<file path="config.mk">
export PLATFORM = sky130hd
export DESIGN_NAME = instruction_fetch_unit
export DESIGN_NICKNAME = d
export VERILOG_FILES = /design/src/rtl/instruction_fetch_unit.sv
export SDC_FILE = /design/constraint.sdc
export NUM_CORES = 1
export LEC_CHECK = 0
export CORE_MARGIN = 4
export CORE_UTILIZATION = 44
export DETAILED_ROUTE_END_ITERATION = 16
export GPL_TIMING_DRIVEN = 1
export PLACE_DENSITY = 0.86
export SYNTH_ARGS = -nofsm -noshare
export SYNTH_HDL_FRONTEND = slang
export SYNTH_SLANG_ARGS = --single-unit
</file>
<file path="constraint.sdc">
create_clock -name clk -period 5.5 [get_ports clk]
set_clock_uncertainty 0.1 [all_clocks]
set_input_delay 0.55 -clock clk [delete_from_list [all_inputs] [get_ports clk]]
set_output_delay 0.55 -clock clk [all_outputs]
set_load 0.01 [all_outputs]
</file>
<file path="src/rtl/instruction_fetch_unit.sv">
// Instruction fetch unit: holds the architectural PC and keeps one instruction-memory read in flight.
// Define FETCH_MISALIGN_TRAP_EN to turn a misaligned PC into a trapped NOP instead of a memory read.
module instruction_fetch_unit #(
  parameter logic [31:0] RESET_VECTOR = 32'h0000_0000
) (
  input  logic        clk,
  input  logic        reset,
  input  logic [31:0] next_pc,
  input  logic        flush,
  output logic        imem_req,
  output logic [31:0] imem_addr,
  input  logic        imem_gnt,
  input  logic        imem_rvalid,
  input  logic [31:0] imem_rdata,
  output logic        if_valid,
  output logic [31:0] if_pc,
  output logic [31:0] if_instr,
  input  logic        id_ready,
  output logic        read_done,
`ifdef FETCH_MISALIGN_TRAP_EN
  output logic        fetch_misaligned,
`endif
  output logic [31:0] pc
);

  localparam logic [31:0] NOP_INSTR = 32'h0000_0013;

  typedef enum logic [1:0] {
    ST_REQ   = 2'd0,
    ST_WAIT  = 2'd1,
    ST_VALID = 2'd2
  } state_e;

  state_e      state_q, state_d;
  logic [31:0] pc_q, pc_d;
  logic [31:0] if_pc_q, if_pc_d;
  logic [31:0] if_instr_q, if_instr_d;
  logic        discard_q, discard_d;
  logic        read_done_q, read_done_d;
  logic        misaligned_s;
  logic        gnt_s;
  logic        fire_s;

`ifdef FETCH_MISALIGN_TRAP_EN
  logic        misaligned_q, misaligned_d;
  assign misaligned_s     = (pc_q[1:0] != 2'b00);
  assign fetch_misaligned = misaligned_q;
`else
  assign misaligned_s = 1'b0;
`endif

  // A grant only counts while a request is actually being driven.
  assign imem_req  = (state_q == ST_REQ) && !misaligned_s;
  assign imem_addr = pc_q;
  assign gnt_s     = imem_gnt && imem_req;
  assign if_valid  = (state_q == ST_VALID);
  assign fire_s    = if_valid && id_ready && !flush;
  assign if_pc     = if_pc_q;
  assign if_instr  = if_instr_q;
  assign read_done = read_done_q;
  assign pc        = pc_q;

  // Next-state logic for the fetch FSM; flush overrides everything else in every state.
  always_comb begin
    state_d     = state_q;
    pc_d        = pc_q;
    if_pc_d     = if_pc_q;
    if_instr_d  = if_instr_q;
    discard_d   = discard_q;
    read_done_d = 1'b0;
    case (state_q)
      ST_REQ: begin
        if (flush) begin
          pc_d = next_pc;
          if (gnt_s) begin
            // The old request is already accepted; its response must be thrown away.
            state_d   = ST_WAIT;
            discard_d = 1'b1;
          end else begin
            state_d = ST_REQ;
          end
        end else if (misaligned_s) begin
          state_d    = ST_VALID;
          if_instr_d = NOP_INSTR;
          if_pc_d    = pc_q;
        end else if (gnt_s) begin
          state_d = ST_WAIT;
        end else begin
          state_d = ST_REQ;
        end
      end
      ST_WAIT: begin
        if (flush) begin
          pc_d = next_pc;
          if (imem_rvalid) begin
            state_d   = ST_REQ;
            discard_d = 1'b0;
          end else begin
            state_d   = ST_WAIT;
            discard_d = 1'b1;
          end
        end else if (imem_rvalid) begin
          if (discard_q) begin
            state_d   = ST_REQ;
            discard_d = 1'b0;
          end else begin
            state_d     = ST_VALID;
            if_instr_d  = imem_rdata;
            if_pc_d     = pc_q;
            read_done_d = 1'b1;
          end
        end else begin
          state_d = ST_WAIT;
        end
      end
      ST_VALID: begin
        if (flush) begin
          pc_d    = next_pc;
          state_d = ST_REQ;
        end else if (fire_s) begin
          pc_d    = next_pc;
          state_d = ST_REQ;
        end else begin
          state_d = ST_VALID;
        end
      end
      default: begin
        state_d   = ST_REQ;
        discard_d = 1'b0;
      end
    endcase
  end

  // Fetch state, PC and presented-instruction registers.
  always_ff @(posedge clk or posedge reset) begin
    if (reset) begin
      state_q     <= ST_REQ;
      pc_q        <= RESET_VECTOR;
      if_pc_q     <= RESET_VECTOR;
      if_instr_q  <= NOP_INSTR;
      discard_q   <= 1'b0;
      read_done_q <= 1'b0;
    end else begin
      state_q     <= state_d;
      pc_q        <= pc_d;
      if_pc_q     <= if_pc_d;
      if_instr_q  <= if_instr_d;
      discard_q   <= discard_d;
      read_done_q <= read_done_d;
    end
  end

`ifdef FETCH_MISALIGN_TRAP_EN
  // Trap flag rises when a misaligned PC is turned into a NOP and clears when it leaves.
  always_comb begin
    misaligned_d = misaligned_q;
    if (flush || fire_s) begin
      misaligned_d = 1'b0;
    end else if ((state_q == ST_REQ) && misaligned_s) begin
      misaligned_d = 1'b1;
    end else begin
      misaligned_d = misaligned_q;
    end
  end

  // Trap flag register.
  always_ff @(posedge clk or posedge reset) begin
    if (reset) begin
      misaligned_q <= 1'b0;
    end else begin
      misaligned_q <= misaligned_d;
    end
  end
`endif

endmodule
</file>
==> metrics.yaml, run 1 <==
ir_worst_vdd_mv: 0.206
setup_tns_ns: 0
yosysUniqueCellTypes: 20
post-route-period-util: 0.495
die-area_um2: 11200
drc: 0
crit_chain: "clkdlybuf4s50_1 -> nor2_1 -> and4b_4 -> buf_4 -> mux2_2"
clkTransAtPathRegs_ns: 0.09
vias: 2640
synth_top_area_frac: 0.575
grt_use_total: 0.177
switchingPower_w: 0.000837
status: "finished, final reports clean"
power_frac_clock: 0.166
leakage_nw: 2.63
dr.first_iter.drc_count: 39
post-route-min-period_ns: 2.72
rsz0062_at_grt: "false"
htree_levels: 3
maxCapViolCount: 0
cts.repair.resized: 0
grt_max_degree: 58
final-setup-viol-count: 0
hold_violations: 0
arrival_ns: 2.87
areaGrowthSynthToFinish_pct: 47.7
worst-endpoint-required_ns: 5.64
wl_per_cell_um: 17.6
netlist_instances: 254
synth_area_um2: 4220
path_max_fanout: 45
maxSlewHeadroom: 0.257
postCtsSetupBuffers: 0
grt_pass1_wl_mm: 15.6
cpPeakStageDelay_ns: 0.79
p_comb_frac: 0.426
clock_sinks: 100
first_pass_iters: 4
final_nets: 495
io_pins: 201
intPower_w: 0.00208
path_class: "in -> reg"
synthFlopType: "dfrtp_1"
p_per_area_nw_per_um2: 468
grt-ovfl-total: 0
hold_path.class: "reg -> reg"
diodes: 0
max_freq_mhz: 367
clockBufferDepth: 2
synth-edff-count: 0
tightest_slew_ns: 1.11
numPortBuffers: 200
synth_top_cells_by_count: "dfrtp_1 (97), mux2_2 (54), mux2_4 (40), buf_4 (34), nor2_1 (5)"
clk_latency_ns: 0.36
synth.avg_cell_area_um2: 16.6
netlist.top_cell.by_area: "dfrtp_1"
endpoint_kind: "register"
crit_slowest_cell: "and4b_4"
viasPerCell: 4.72
drive_gt1_frac: 0.272
swShare: 0.287
die_h_um: 106
gp_congestion: 0.749
num_rows: 35
cts_tree: "built"
crit_path_start_kind: "input pin"
dieWidth_um: 106
ys_ff_latch: 100
detailed_place_hpwl_mm: 7.25
slew_violations: 0
ant_nets: 0
yosysWarningCount: 0
cts_made_buffers: 9
syn_nets: 324
start_util: 0.454
grt_pass1_vias: 2951
whs_ns: 0.419
power_frac_seq: 0.408
yosysSeqAreaShare: 0.594
grt_antenna_before_repair: 0
synth_area_leaders: "dfrtp_1 (58%), mux2_2 (14%), mux2_4 (14%), buf_4 (6.0%), buf_12 (1.9%)"
routed_wl_mm: 9.85
cts_hold_buf: 0
core_area_um2: 9280
synth.most_common_cell: "dfrtp_1"
cts_root_buf: "clkbuf_8"
async_flop_share: 1.00
## cell type report
cell class / instances / area [µm²]
Tap cell: 129 / 161
Sequential cell: 100 / 2510
Clock buffer: 11 / 141
Fill cell: 703 / 3050
Inverter: 2 / 10.0
Multi-Input combinational cell: 110 / 1330
Clock inverter: 5 / 65.1
Timing Repair Buffer: 202 / 2020
## per-stage QoR
step	worst slack (ns)	cell area [µm²]	cells	util	total power, W
6_report	2.78	6230	559	0.671	0.00291
5_1_grt	2.70	6230	559	0.671	0.00307
4_1_cts	2.75	6230	559	0.671	0.00296
3_5_place_dp	2.36	6020	543	0.649	0.00246
3_3_place_gp	2.43	6020	543	0.649	0.00242
2_1_floorplan	2.24	4220	254	-	0.00175
## registers in the layout (all words and copies together), names as in the netlist
register and count:
discard_q 1, read_done 1, if_instr 32, imem_addr 32, if_pc 32, state_q 2
## placed cells by master (no fill, tap or decap), drive strengths merged
cell           netlist  routed
clkdlybuf4s50        0     200
dfrtp               97      97
mux2                96      96
clkbuf               0      11
inv                  2       6
nor2                 5       5
dfstp                3       3
buf                 42       2
a21oi                2       2
and4b                1       1
nor2b                1       1
a21o                 1       1
mux2i                1       1
and2b                1       1
o21ai                1       1
o31ai                1       1
bufinv               0       1
## critical path, delay by kind of cell
family	cells	cell delay, ns
simple gates	2	0.95
mux	1	0.38
buf+inv	2	0.94
## cell families (layout without fill, tap and decap cells)
logic type             Yosys count  count (layout)  synth area share
DFF                            100             100             0.594
muxes                           97              97             0.294
buffers and inverters           44             220            0.0928
and+or+nand+nor                  8               8            0.0110
AOI/OAI and AO/OA                5               5           0.00801
## power groups by stage
stage | logic, W | clock network, W | registers, W
after CTS | 0.00126 | 0.000502 | 0.00119
final | 0.00124 | 0.000483 | 0.00119
after global placement | 0.00123 | 0 | 0.00119
after global routing | 0.00131 | 0.000528 | 0.00123
after floorplan | 0.000441 | 0 | 0.00131
after detailed placement | 0.00126 | 0 | 0.00120
## layer usage
layer | wire length (µm) | part of all wire | vias up | global-route usage
met5 | 0 | 0 | - | 0
met4 | 165 | 0.017 | 0 | 0.0555
met3 | 653 | 0.066 | 13 | 0.0583
met2 | 5240 | 0.53 | 120 | 0.322
met1 | 3800 | 0.39 | 1321 | 0.196
li1 | - | - | 1186 | -
## path summary, 6_finish.rpt
check | from | endpoint | slack, ns | cells past startpoint
hold / removal | if_instr[17] | if_instr[17] | 0.42 | 1
setup / recovery | flush | if_pc[29] | 2.78 | 5
min in group asynchronous | reset | if_instr[9] | 0.48 | 2
setup reg to reg | state_q[1] | if_pc[29] | 3.00 | 3
hold reg to reg | if_instr[17] | if_instr[17] | 0.42 | 1
max in group asynchronous | reset | imem_addr[2] | 3.70 | 3
(Power assumes the default switching activity.)
==> inputs of run 2 (changes only) <==
--- a/config.mk
+++ b/config.mk
@@ -6,10 +6,10 @@
 export NUM_CORES = 1
 export LEC_CHECK = 0
 export CORE_MARGIN = 4
-export CORE_UTILIZATION = 44
+export CORE_UTILIZATION = 37
 export DETAILED_ROUTE_END_ITERATION = 16
 export GPL_TIMING_DRIVEN = 1
-export PLACE_DENSITY = 0.86
+export PLACE_DENSITY = 0.78
 export SYNTH_ARGS = -nofsm -noshare
 export SYNTH_HDL_FRONTEND = slang
 export SYNTH_SLANG_ARGS = --single-unit
==> constraint.sdc (replaced) <==
create_clock -name clk -period 2.43 [get_ports clk]
set_clock_uncertainty 0.1 [all_clocks]
set_input_delay 0.243 -clock clk [delete_from_list [all_inputs] [get_ports clk]]
set_output_delay 0.243 -clock clk [all_outputs]
set_load 0.01 [all_outputs]
==> metrics.yaml, run 2 (synthesis results as in run 1) <==
io_pins: 201
maxSlewHeadroom: 0.773
path_class: "reg -> out"
crit_path_start_kind: "register"
detailed_place_hpwl_mm: 7.46
numPortBuffers: 200
final_common_cell: "clkdlybuf4s50_1"
setup_tns_ns: 0
post-route-min-period_ns: 1.95
grt_max_degree: 51
path_max_fanout: 8
clock_sinks: 100
ant_nets: 0
dr.first_iter.drc_count: 114
vias: 2669
final_nets: 500
intPower_w: 0.00501
p_comb_frac: 0.409
post-route-period-util: 0.802
start_util: 0.384
cts_tree: "built"
switchingPower_w: 0.00188
die-area_um2: 13200
power_frac_clock: 0.199
ir_worst_vdd_mv: 0.521
p_per_area_nw_per_um2: 1070
cpPeakStageDelay_ns: 0.57
drc: 0
first_pass_iters: 4
wl_per_cell_um: 17.4
regArea_um2: 2510
grt_use_total: 0.152
grt-ovfl-total: 0
hold_violations: 0
hold_path.class: "in -> async"
final-setup-viol-count: 0
die_h_um: 115
max_freq_mhz: 513
swShare: 0.273
drive_gt1_frac: 0.278
num_rows: 38
viasPerCell: 4.64
status: "finished, final reports clean"
diodes: 0
worst-endpoint-required_ns: 2.09
gp_congestion: 0.763
power_frac_seq: 0.391
final_area_um2: 6410
slew_violations: 0
core_area_um2: 11000
grt_pass1_vias: 2916
tightest_slew_ns: 0.340
dieWidth_um: 115
arrival_ns: 1.60
final.fill_count: 894
cts_hold_buf: 0
rsz0062_at_grt: "false"
leakage_nw: 2.70
multi_input_area_um2: 1330
grt_pass1_wl_mm: 15.6
endpoint_kind: "primary output"
crit_chain: "nor2b_1 -> clkdlybuf4s50_1"
clockBufferDepth: 2
postCtsSetupBuffers: 0
placed_area_um2: 6110
layout_common_cells: "clkdlybuf4s50_1 (200), dfrtp_1 (97), mux2_2 (54), mux2_4 (40), clkbuf_16 (9)"
grt_antenna_before_repair: 0
cts.repair.resized: 0
whs_ns: 0.155
cts_root_buf: "clkbuf_16"
htree_levels: 3
routed_wl_mm: 10.0
clkTransAtPathRegs_ns: 0.06
cts_made_buffers: 9
crit_slowest_cell: "clkdlybuf4s50_1"
maxCapViolCount: 0
areaGrowthSynthToFinish_pct: 51.8
clk_latency_ns: 0.33
-- run 2: cell count changes in the layout (fill, tap and decap cells not counted), sizes merged --
| cell | change |
|---|---|
| buf | +5 |
| clkinv | +1 |
| clkinvlp | +1 |
| clkbuf | +4 |
| inv | -5 |
| bufinv | -1 |
-- run 2: power groups by stage --
stage / Sequential [W] / Clock [W] / Combinational [W]
3_3_place_gp: 0.00269 / 0 / 0.00280
5_1_grt: 0.00279 / 0.00150 / 0.00298
4_1_cts: 0.00270 / 0.00143 / 0.00287
2_1_floorplan: 0.00295 / 0 / 0.000998
3_5_place_dp: 0.00272 / 0 / 0.00286
6_report: 0.00269 / 0.00137 / 0.00282
-- run 2: layer usage --
metal | track usage | wire length (µm) | up-vias | part of all wire
li1 | - | - | 1190 | -
met1 | 0.174 | 3720 | 1366 | 0.37
met2 | 0.270 | 5360 | 105 | 0.53
met3 | 0.0489 | 840 | 8 | 0.084
met4 | 0.0493 | 107 | 0 | 0.011
met5 | 0 | 0 | - | 0
-- run 2: critical path, delay by kind of cell (launching register included) --
| kind | cells | cell delay [ns] |
|---|---|---|
| buf+inv | 1 | 0.57 |
| flops | 1 | 0.50 |
| simple gates | 1 | 0.21 |
-- run 2: final cells by class --
cell class                      count  share of cell area
Timing Repair Buffer              207               0.327
Multi-Input combinational cell    110               0.207
Clock inverter                      1            0.000781
Inverter                            2             0.00176
Clock buffer                       15              0.0449
Sequential cell                   100               0.391
Tap cell                          140              0.0273
-- run 2: through the flow --
stage	utilization	std cells	power [W]	worst slack, ns
after floorplan	-	254	0.00395	0.845
after global placement	0.557	559	0.00549	0.418
after detailed placement	0.557	559	0.00558	0.357
after CTS	0.583	575	0.00700	0.468
after global routing	0.583	575	0.00726	0.383
final	0.583	575	0.00688	0.482
-- run 2: final timing paths --
path                       startpoint            to  slack (ns)  cells after the start
min                             reset  if_instr[18]        0.16                      2
min reg2reg                 if_pc[27]     if_pc[27]        0.41                      1
max reg2reg                state_q[1]   if_instr[3]        0.65                      3
max                        state_q[1]      if_valid        0.48                      2
min in group clk            if_pc[27]     if_pc[27]        0.41                      1
max in group asynchronous       reset   if_instr[4]        1.43                      3
==> RTL change, RTL diff (config.mk and constraints of run 1) <==
Encoding of `state_e`: now one-hot (3 bits for 3 states).
--- a/src/rtl/instruction_fetch_unit.sv
+++ b/src/rtl/instruction_fetch_unit.sv
@@ -25,10 +25,10 @@
 
   localparam logic [31:0] NOP_INSTR = 32'h0000_0013;
 
-  typedef enum logic [1:0] {
-    ST_REQ   = 2'd0,
-    ST_WAIT  = 2'd1,
-    ST_VALID = 2'd2
+  typedef enum logic [2:0] {
+    ST_REQ   = 3'b001,
+    ST_WAIT  = 3'b010,
+    ST_VALID = 3'b100
   } state_e;
 
   state_e      state_q, state_d;
Check against the original RTL: no difference found for any inputs over 4 cycles, from zero or initial values and one cycle with reset high; so few cycles prove little.
==> RTL change against run 1 <==
Routed wire length decreased by 3.2%. Synthesized area up 0.53%. Non-clock buffer count down 1. Power rose by 25%. Worst setup slack better by 0.23 ns. Cell count increased by 1.8%. Cell area increased by 0.72%. Die area rose by 0.50%. Sequential share of layout area is 0.13 points higher. Sequential cell count is 1 higher. First-iteration DRC count is 23% higher. Critical path type unchanged. Critical endpoint is now if_pc[1]$_DFFE_PP0P_. Largest cell class unchanged.
==> RTL change: results (changes against run 1) <==
[route]
drt_wl_total_um = 9540  ; -3.2%
dr.first_iter.drc_count = 48  ; +23%
firstDrtPassIters = 4  ; unchanged
via_per_inst = 4.72  ; -0.12%

[yosys]
seq_area_frac_synth_pct = 59.7  ; +0.30 points
synth.yosys.warnings = 0  ; unchanged
ys_top_cells_by_count = dfrtp_1, mux2_2, mux2_4, buf_4
synth_ff_type = dfrtp_1
synth_fp_nets = 336  ; +3.7%
yosys-top-cells-area = dfrtp_1, mux2_2, mux2_4, buf_4, dfstp_2
async_flop_share_pct = 100  ; unchanged
yosysUniqueCellTypes = 24  ; +20%

[global_route]
grt_max_degree = 67  ; +16%
first_global_vias = 2911  ; -1.4%
track_usage_pct = 17.0  ; -0.70 points
grt_pass1_wl_um = 15200  ; -2.0%
antenna_found_initial = 0  ; unchanged

[worst_setup_path]
path_delay_family = simple AND/OR/NAND/NOR gates
slowest_delay_ns = 0.71  ; -0.08 ns
cpMaxStageDelayCell = or3_4
critPathMaxFanout = 66  ; +47%
crit_arrival_ns = 2.62  ; -0.25 ns

[placement]
globalplace.congestion = 0.764  ; +2.0%
place_ws_ns = 2.67  ; +0.308 ns
portBuffers = 200  ; unchanged
dp.final_hpwl_um = 7070  ; -2.4%
placed_area_um2 = 6100  ; +1.2%

[run_status]
status = finished clean

[layout]
nets = 505  ; +2.0%
diodes = 0  ; unchanged
drive_gt1_share_pct = 27.3  ; +0.063 points

[clock_tree]
cts_buffer_depth = 2  ; unchanged
root_buffer = clkbuf_8
cts_resized = 0  ; unchanged
clk_latency_ns = 0.34  ; -0.02 ns
cts_htree_levels = 3  ; unchanged
cts_made_buffers = 9  ; unchanged
clk_pin_slew_worst_paths_ns = 0.08
cts_setup_buffers = 0  ; unchanged

[timing]
slew_headroom_pct = 27.8  ; +2.0 points
fmax_ghz = 0.400  ; +9.1%

[min_path]
hp-class = register to register

[power]
power_leakage_uw = 0.00281  ; +7.1%
ir_drop_v = 0.000301  ; +46%

## RTL change: final cells by class
cell class | instances | area, µm²
clock buffers | 12 | 145
flip-flops and latches | 101 | 2530
fillers | 667 | 3050
clock inverters | 4 | 32.5
repair buffers | 201 | 2010
multi-input cells | 119 | 1380
well taps | 129 | 161
inverters | 3 | 13.8
## RTL change: kinds of logic (layout without fill, tap and decap cells)
kind of cell | count (synthesis) | after routing | synth area share [%]
mux | 96 | 96 | 28.8
flops | 101 | 101 | 59.7
compound gates | 8 | 8 | 1.24
simple gates | 15 | 15 | 2.27
buf+inv | 46 | 220 | 7.93
## RTL change: final timing paths
path,endpoint,start,slack [ns],cells after the start
min in group asynchronous,imem_addr[7]$_DFFE_PP0P_,reset,0.52,2
hold / removal,if_pc[27]$_DFFE_PP0P_,if_pc[27]$_DFFE_PP0P_,0.41,1
hold reg to reg,if_pc[27]$_DFFE_PP0P_,if_pc[27]$_DFFE_PP0P_,0.41,1
setup / recovery,if_pc[1]$_DFFE_PP0P_,imem_rvalid,3.00,4
setup reg to reg,if_pc[1]$_DFFE_PP0P_,state_q[0]$_DFF_PP1_,3.12,4
max in group asynchronous,if_pc[1]$_DFFE_PP0P_,reset,3.67,3
## RTL change: report_power, final
group          switching, µW  internal, µW  leakage, µW
Sequential               259          1110      0.00124
Combinational            624          1220      0.00149
Clock                    242           180    0.0000832
Total                   1130          2510      0.00281
## RTL change: stage by stage
stage	instances	utilization (%)
detailed placement	553	65.4
finish	569	67.3
global placement	553	65.4
CTS	569	67.3
global route	569	67.3
floorplan	266	-
## RTL change: metal layers
| layer | track usage, % | up-vias | wire length [µm] |
|---|---|---|---|
| met5 | 0 | - | 0 |
| met4 | 4.63 | 0 | 104 |
| li1 | - | 1223 | - |
| met3 | 5.22 | 11 | 708 |
| met2 | 29.0 | 113 | 4860 |
| met1 | 21.0 | 1337 | 3860 |
